File: src/rtl/fetch_prefetch_queue.sv
// Instruction-fetch stage: one outstanding I-memory read feeding a DEPTH-entry {pc, instr} prefetch queue.
// Define FETCH_PERF_CNT_EN to add saturating perf_fetched_o / perf_squashed_o counters.
module fetch_prefetch_queue #(
  parameter int unsigned           XLEN     = 32,
  parameter int unsigned           DEPTH    = 4,
  parameter logic [XLEN-1:0]       RESET_PC = 'h60
) (
  input  logic            clk_i,
  input  logic            rst_i,
  input  logic            mem_busy_i,
  output logic            mem_read_o,
  output logic [XLEN-1:0] mem_address_o,
  input  logic            mem_resp_i,
  input  logic [XLEN-1:0] mem_rdata_i,
  input  logic            redirect_i,
  input  logic [XLEN-1:0] redirect_pc_i,
  output logic            instr_valid_o,
  input  logic            instr_ready_i,
  output logic [XLEN-1:0] instr_o,
  output logic [XLEN-1:0] instr_pc_o
`ifdef FETCH_PERF_CNT_EN
  ,
  output logic [31:0]     perf_fetched_o,
  output logic [31:0]     perf_squashed_o
`endif
);

  localparam int unsigned AW = $clog2(DEPTH);
  localparam int unsigned CW = AW + 1;
  localparam logic [CW-1:0] DEPTH_C = CW'(DEPTH);

  typedef enum logic [1:0] {S_IDLE, S_REQ, S_DROP} state_e;

  state_e            state_q, state_d;
  logic [XLEN-1:0]   fetch_pc_q, req_pc_q;
  logic [AW-1:0]     rd_ptr_q, wr_ptr_q;
  logic [CW-1:0]     count_q, count_d;
  logic [XLEN-1:0]   pc_mem_q    [DEPTH];
  logic [XLEN-1:0]   instr_mem_q [DEPTH];
  logic              push, pop, discard, req_start;
  logic [XLEN-1:0]   target_pc;

  assign target_pc = redirect_pc_i & ~XLEN'(3);

  always_ff @(posedge clk_i) begin
    if (rst_i) state_q <= S_IDLE;
    else       state_q <= state_d;
  end

  always_comb begin
    state_d = state_q;
    unique case (state_q)
      S_IDLE: if (!mem_busy_i && (count_q < DEPTH_C) && !redirect_i) state_d = S_REQ;
      S_REQ: begin
        if (mem_resp_i)      state_d = S_IDLE;
        else if (redirect_i) state_d = S_DROP;
      end
      S_DROP: if (mem_resp_i) state_d = S_IDLE;
      default: state_d = S_IDLE;
    endcase
  end

  always_comb begin
    mem_read_o = (state_q != S_IDLE);
    req_start  = (state_q == S_IDLE) && (state_d == S_REQ);
    push       = (state_q == S_REQ) && mem_resp_i && !redirect_i;
    discard    = mem_resp_i && ((state_q == S_DROP) || ((state_q == S_REQ) && redirect_i));
  end

  assign mem_address_o = req_pc_q;
  assign instr_valid_o = (count_q != '0);
  assign pop           = instr_valid_o && instr_ready_i && !redirect_i;
  assign instr_o       = instr_mem_q[rd_ptr_q];
  assign instr_pc_o    = pc_mem_q[rd_ptr_q];

  always_comb begin
    count_d = count_q;
    unique case ({push, pop})
      2'b10:   count_d = count_q + CW'(1);
      2'b01:   count_d = count_q - CW'(1);
      default: count_d = count_q;
    endcase
  end

  // Redirect overrides both the push and the pop of the same cycle.
  always_ff @(posedge clk_i) begin
    if (rst_i) begin
      fetch_pc_q <= RESET_PC;
      req_pc_q   <= RESET_PC;
      rd_ptr_q   <= '0;
      wr_ptr_q   <= '0;
      count_q    <= '0;
    end else begin
      if (req_start) req_pc_q <= fetch_pc_q;
      if (redirect_i)  fetch_pc_q <= target_pc;
      else if (push)   fetch_pc_q <= req_pc_q + XLEN'(4);
      if (redirect_i) begin
        rd_ptr_q <= '0;
        wr_ptr_q <= '0;
        count_q  <= '0;
      end else begin
        if (push) wr_ptr_q <= wr_ptr_q + AW'(1);
        if (pop)  rd_ptr_q <= rd_ptr_q + AW'(1);
        count_q <= count_d;
      end
    end
  end

  always_ff @(posedge clk_i) begin
    if (push) begin
      pc_mem_q[wr_ptr_q]    <= req_pc_q;
      instr_mem_q[wr_ptr_q] <= mem_rdata_i;
    end
  end

`ifdef FETCH_PERF_CNT_EN
  logic [31:0] fetched_q, squashed_q, squash_inc;
  logic [32:0] squash_sum;

  always_comb begin
    squash_inc = (redirect_i ? 32'(count_q) : 32'd0) + 32'(discard);
    squash_sum = {1'b0, squashed_q} + {1'b0, squash_inc};
  end

  always_ff @(posedge clk_i) begin
    if (rst_i) begin
      fetched_q  <= '0;
      squashed_q <= '0;
    end else begin
      if (push && (fetched_q != '1)) fetched_q <= fetched_q + 32'd1;
      squashed_q <= squash_sum[32] ? '1 : squash_sum[31:0];
    end
  end

  assign perf_fetched_o  = fetched_q;
  assign perf_squashed_o = squashed_q;
`else
  logic unused_discard;
  assign unused_discard = discard;
`endif

endmodule

File: config.mk
export PLATFORM = sky130hd
export DESIGN_NAME = fetch_prefetch_queue
export DESIGN_NICKNAME = d
export VERILOG_FILES = /design/src/rtl/fetch_prefetch_queue.sv
export SDC_FILE = /design/constraint.sdc
export NUM_CORES = 1
export LEC_CHECK = 0
export BUFFER_PORTS_ARGS = -buffer_cell sky130_fd_sc_hd__buf_2
export CAP_MARGIN = 20
export CORE_ASPECT_RATIO = 0.5
export CORE_MARGIN = 10
export CORE_UTILIZATION = 50
export DETAILED_ROUTE_END_ITERATION = 16
export GPL_TIMING_DRIVEN = 1
export PLACE_DENSITY = 0.71
export SLEW_MARGIN = 20
export SYNTH_ARGS = -nofsm -noshare
export SYNTH_HDL_FRONTEND = slang
export SYNTH_SLANG_ARGS = --single-unit
File: constraint.sdc
create_clock -name clk_i -period 4.9 [get_ports clk_i]
set_input_delay 0.98 -clock clk_i [delete_from_list [all_inputs] [get_ports clk_i]]
set_output_delay 0.98 -clock clk_i [all_outputs]
set_load 0.005 [all_outputs]
==> impl.org, run 1 <==
** CTS
- Post-CTS repair changed the size of 0 cells.
- Buffer count from post-CTS setup fixing :: 0
- Clock tree synthesis found a total of 331 sinks.
- Counting along the longest clock path gives a buffer depth of 3.
- TritonCTS built the clock tree.
- CTS placed an instance of clkbuf_16 at the clock tree root.
- Post-CTS clock slew at the launch and capture registers of the worst setup and hold paths :: 0.06 ns
- Buffers inserted to repair hold after CTS numbered 0.
- Worst-skew pair later-pin latency :: 0.54 ns
- In this run the number of H-tree levels came out at 1.
- Buffers inserted during clock tree synthesis total 29.

** Worst setup path
- Counting both buffers and inverters, the worst setup path holds a total of 2.
- Data on the critical path arrives at its endpoint at 2.55 ns.
- Worst path cell trace :: buf_4 -> mux4_2 -> buf_2
- The worst setup path is captured at an output pin.
- Worst Path Required :: 3.92 ns
- Max stage delay cell, worst path :: dfxtp_4
- Crit path largest cell delay :: 0.74 ns
- Critical path class :: register to output pin
- The worst setup path is launched from a register.
- Critical Path Fanout Max :: 28
- Cell class contributing the biggest share of worst-path delay :: flip-flops

** Timing
- Share of the clock period used by the worst path after layout :: 72.0%
- Max Freq :: 283 MHz
- Unrepaired setup endpoints after global routing :: false
- Aggregate negative setup slack :: 0 ns
- In the post-route analysis, the smallest setup slack over all paths is 1.37 ns.
- Fin. max-slew vios :: 0
- Worst clock skew on the final layout :: 0.0269 ns
- Finish-stage setup viols :: 0
- Worst slew margin relative to its limit :: 29.4%
- Measured slew at the worst slew-check pin :: 1.06 ns
- Shortest clock period the worst path allows after layout :: 3.53 ns
- The count of final hold-check violations is 0.

** Synth
- For this run, the leading register cell type out of synthesis is edfxtp_1.
- During synthesis, Yosys emitted a total of 0 warnings.
- Part of the Yosys area used for sequential elements :: 72.0%
- The synthesized design contains 256 enable-type register cells.
- Library cells used by synthesis :: 41
- For this run, asynchronously set or reset flops after synthesis account for 0%.
- The mapped netlist covers 12800 sq um.
- A synthesized cell averages 15.9 sq um.
- Post-Synthesis Net Count :: 881
- Synthesis inferred 331 register bits.
- Instance count of the mapped netlist :: 804

** Power and ir drop
- Net switching power figure :: 1.07 mW
- IR analysis of the VDD net gives a maximum drop of 0.343 mV.
- The share of total power dissipated in the clock network is 40.3%.
- In this run switching power makes up 19.9% of total power.
- The analysis attributes to cell leakage a power of 5.22 nW.
- Dividing total power by cell area gives a power density of 363 nW/um^2.
- Per report_power, the sequential group accounts for 56.9% of the total.
- Combinational cell fraction of total power :: 2.8%
- P_int :: 4.30 mW

** Die
- Std-Cell Core Area :: 25100 sq um
- Cell row count :: 41
- Initial Utilization :: 50.8%
- The die is 133 microns tall.
- The floorplan step defined a die boundary enclosing 32700 sq um.
- The die is 246 microns wide.
- In this run the count of I/O pins placed on the die edge is 168.

** Job
- # Max-Cap Violations :: 0

** Global routing
- The initial antenna violation count is 0.
- Entering global routing, the biggest net connects 66 pins.
- For this run the aggregate overflow at the end of global routing stands at 0.
- Across every metal layer, demand over resource in global routing totals 17.0%.
- The first global-routing pass estimated 43.7 mm of wire.
- Via count of the first global-routing pass :: 7480

** Placement
- Placement-stage worst setup slack :: 1.46 ns
- Routability-driven placement finished with a final weighted congestion of 0.744.
- After legalization and detailed placement, the total HPWL measured 17.0 mm.
- Buffers placed on the I/O ports in this run total 165.
- The placed instances occupy a cell area of 13900 sq um.

** Detailed routing
- Met1 WL :: 11.4 mm
- Router iterations before antenna repair :: 5
- Wire length per cell :: 21.0 microns
- Initial DRC count :: 684
- Final routed DRC violation total :: 0
- Via density per instance :: 5.49
- In this run the remaining antenna-violating nets after routing total 0.
- Total via count in the routed design :: 7305
- DR WL met2 :: 14.6 mm
- Uppermost layer routed :: met4
- Summed over all nets, wire length on met3 after detailed routing comes to 1.22 mm.
- Final wirelength :: 27.9 mm

** Final layout
- Synth-to-layout area growth :: 16.1%
- Cells with a size suffix above 1 make up 29.2% of the layout.
- Final design utilization :: 58.9%
- The net count of the finished layout is 1041.
- Finished layout cell area :: 14800 sq um

** Status
- The run finished with clean final reports.

** Min path
- The worst hold path belongs to the class register to register.
-- area by class of cell --
class,instances,area (sq um)
clock inverter,11,75.1
sequential,331,9200
tap,344,430
antenna,1,2.50
fill,1893,10300
multi-input combinational,418,3360
timing repair buffer,173,882
inverter,11,41.3
clock buffer,41,821
-- state kept, by name, indices dropped and copies added, names as in the netlist, named ones only --
name	count
pc_mem_q	128
state_q	2
mem_address_o	32
wr_ptr_q	2
count_q	3
fetch_pc_q	32
instr_mem_q	128
rd_ptr_q	2
-- worst min-delay path: stages (launching register included) --
cell and delay [ns]:
dfxtp_1 0.31, nand2_1 0.05, a21oi_1 0.05
-- cells in the mapped netlist, types with 10 or more instances --
master / n / area [sq um]
edfxtp_1: 256 / 7690
nand2_1: 110 / 413
dfxtp_1: 75 / 1500
a21oi_1: 66 / 330
mux4_2: 64 / 1440
nor2_1: 43 / 161
clkbuf_1: 35 / 131
o22ai_1: 20 / 125
xnor2_1: 20 / 175
nor3_1: 13 / 65.1
o21ai_0: 12 / 60.1
inv_1: 11 / 41.3
xor2_1: 10 / 87.6
-- layer usage --
metal	vias to the layer above	global-route usage (%)
li1	3385	-
met1	3712	21.5
met2	171	29.7
met3	37	2.79
met4	0	4.60
met5	-	0
-- power by group through the flow --
stage / clock network [mW] / registers, mW / logic (mW)
detailed placement: 0 / 3.12 / 0.151
floorplan: 0 / 3.12 / 0.0764
global route: 2.33 / 3.06 / 0.166
CTS: 2.20 / 3.06 / 0.152
global placement: 0 / 3.12 / 0.145
finish: 2.16 / 3.06 / 0.151
-- stage by stage --
step                      std cells  total power, mW  hold WS [ns]
after floorplan                 804             3.19         0.427
after global placement         1276             3.26         0.433
after detailed placement       1277             3.27         0.444
after CTS                      1329             5.41         0.453
after global routing           1329             5.56         0.464
final                          1330             5.37         0.451
-- final timing paths --
path	slack, ns	startpoint	cells past startpoint	end
worst max-delay path	1.37	register	3	instr_o[26]
worst min-delay path	0.45	fetch_pc_q[2]	2	mem_address_o[2]
worst max register to register	2.12	state_q[0]	4	instr_mem_q[2][5]
worst min register to register	0.45	fetch_pc_q[2]	2	mem_address_o[2]
-- cell families (layout without fill, tap and decap cells) --
family	after synthesis	count (layout)	share of synthesized area, %
flip-flops	331	331	72.0
adder cells (fa/ha/maj)	7	7	0.745
other	0	1	0
buffers and inverters	55	236	1.71
AO/OA/AOI/OAI	103	103	4.33
XOR/XNOR	30	30	2.06
AND/OR/NAND/NOR	212	212	7.69
multiplexers	66	66	11.5
-- cell usage in the layout (no fill, tap or decap), types with 20 or more instances in the layout --
master     Yosys  final
nand2_1      110    110
edfxtp_1     256    256
buf_2          6    165
dfxtp_1       75     73
nor2_1        43     43
clkbuf_16      0     29
o22ai_1       20     20
xnor2_1       20     20
a21oi_1       66     66
mux4_2        64     64
No activity file was read; power rests on OpenSTA's default activity.
==> run 2: changes to the inputs <==
PLACE_DENSITY = 0.73   (was 0.71)
clock period = 3.2 ns   (was 4.9 ns; I/O delays follow)
==> impl.org, run 2 (synthesized netlist as in run 1, its figures left out) <==
** Worst setup path
- For flop-to-flop paths, the worst setup slack is 0.87 ns.
- Critical path class :: register to output pin
- The worst setup path is captured at an output pin.
- Worst Path Required :: 2.56 ns
- Endpoint arrival time on the critical path :: 2.20 ns
- The worst setup path is launched from a register.
- Along the worst path, the maximum fanout reaches 28.

** Timing
- Adding up every negative setup slack in the final design gives 0 ns.
- Final count of hold timing violations :: 0
- The worst path in the final design needs a cycle of 2.84 ns, including I/O delays and setup.
- Unrepaired setup endpoints after global routing :: false
- Worst clock skew on the final layout :: 0.00884 ns
- For the pin with the worst max-slew slack, the measured transition is 0.528 ns.
- Worst slew margin relative to its limit :: 64.8%
- Share of the clock period used by the worst path after layout :: 88.8%
- Based on the critical path, the design can be clocked at up to 352 MHz.
- The count of final max-slew check failures is 0.
- Setup violations remaining at the end of the flow were counted as 0.
- Hold slack final :: 0.300 ns

** Global routing
- Overall routing resource usage :: 17.5%
- GRT Residual Overflow :: 0
- Maximum number of pins on one net before global-route repair :: 46
- The via count of the first global-routing pass is 7822.
- Number of antenna violations at the first check in global routing :: 0
- Wire length of the first global-routing pass :: 45.0 mm

** CTS
- Post-CTS clock slew at the launch and capture registers of the worst setup and hold paths :: 0.07 ns
- CTS saw 331 sinks.
- Clock H-tree levels :: 1
- TritonCTS Buffers :: 28
- Post-cts resize count :: 0
- In this run the post-CTS setup repair buffer count came out at 0.
- TritonCTS built the clock tree.
- Library cell used as clock root buffer :: clkbuf_16
- Worst-skew pair later-pin latency :: 0.55 ns
- Number of buffers on the longest clock path :: 3
- Total of hold buffers inserted after clock tree synthesis :: 0

** Power and ir drop
- Combinational cell fraction of total power :: 2.9%
- P_int :: 6.74 mW
- Net switching is 19.9% of the power.
- The analysis attributes to net switching a power of 1.68 mW.
- Static Leak :: 5.35 nW
- Per report_power, the sequential group accounts for 55.6% of the total.
- The share of total power dissipated in the clock network is 41.5%.
- VDD sags by at most 0.409 mV.
- Power per standard cell area :: 559 nW/um^2

** Placement
- Cell Count Post-Placement :: 1293
- HPWL after detailed placement :: 18.3 mm
- Final weighted congestion in routability-driven placement :: 0.815
- Post-DP Area :: 14100 sq um
- In this run the tool buffered the top-level ports with 165 buffer cells.

** Die
- Once the floorplan was initialized, standard cells occupied 50.8% of the core.
- The core region is 25100 sq um.
- 168 I/O pins were placed.
- Die Width :: 246 microns
- Measured along the y axis, the die boundary spans 133 microns.
- The floorplan has 41 rows.
- Die Area :: 32700 sq um

** Detailed routing
- For this run, design rule violations remaining after detail routing come to 0.
- In the final routed layout, each cell accounts on average for 21.3 microns.
- Total via count in the routed design :: 7487
- For this run, the detailed router's first-pass iteration total came to 5.
- The routed design has 28.7 mm of wire.
- Final antenna-violating net count :: 0
- After the first detailed-routing iteration, the DRC count stood at 604.
- Via density per instance :: 5.57

** Final layout
- Synth-to-layout area growth :: 18.1%
- In the layout the commonest cells are 256 x edfxtp_1, 165 x buf_2, 110 x nand2_1.
- Registers with the most flip-flops :: instr_mem_q x128, pc_mem_q x128
- The finished cells cover 15100 sq um.
- At the end of the flow, the number of nets in the layout was 1056.
- Non-filler cells, final :: 1345
- Commonest non-fill, non-tap cell in the layout :: edfxtp_1
- Ratio of cells with drive above 1 in the final layout :: 30.8%
- # diodes :: 0

** Job
- Across the run, the number of max-cap violations was 0.

** Status
- Run status :: completed

** Min path
- In this run the worst hold path is classified as input port to register.
==> run 2: cell count changes in the layout (fill, tap and decap cells not counted), sizes merged <==
| cell | delta |
|---|---|
| buf | +16 |
| bufinv | +3 |
| clkbuf | -6 |
| clkinv | +3 |
| clkinvlp | +1 |
| diode | -1 |
| inv | -1 |
==> run 2: power by group through the flow <==
stage	Clock [mW]	Combinational (mW)	Sequential, mW
floorplan	0	0.117	4.77
global placement	0	0.229	4.77
detailed placement	0	0.240	4.77
CTS	3.55	0.241	4.68
global route	3.73	0.267	4.68
finish	3.49	0.240	4.68
==> run 2: area by class of cell <==
| type | instances | area [sq um] |
|---|---|---|
| timing repair buffer | 189 | 1090 |
| clock inverter | 17 | 180 |
| sequential | 331 | 9200 |
| inverter | 11 | 41.3 |
| tap | 344 | 430 |
| clock buffer | 35 | 758 |
| multi-input combinational | 418 | 3360 |
| fill | 1893 | 10100 |
==> run 2: final timing paths <==
kind,end,cells past startpoint,from
max,instr_o[18],3,register
min,instr_mem_q[3][3],1,mem_rdata_i[3]
max reg2reg,fetch_pc_q[20],6,mem_address_o[2]
min reg2reg,mem_address_o[23],2,fetch_pc_q[23]
==> run 2: critical path: stages, from the launching register on <==
cell and delay [ns]:
dfxtp_4 0.61, buf_12 0.31, mux4_2 0.56, buf_2 0.15
==> run 2: per-stage QoR <==
step | util (%) | worst slack (ns) | power [mW]
floorplan | - | 0.662 | 4.89
global placement | 56.2 | 0.613 | 5.00
detailed placement | 56.2 | 0.518 | 5.01
CTS | 59.9 | 0.302 | 8.47
global route | 59.9 | 0.223 | 8.68
finish | 59.9 | 0.358 | 8.41
==> run 2: metal layers <==
metal	up-vias	global-route usage [%]	wire, microns
met5	-	0	0
met4	0	5.18	728
met3	47	3.37	1420
met2	221	31.0	15100
met1	3806	21.3	11400
li1	3413	-	-
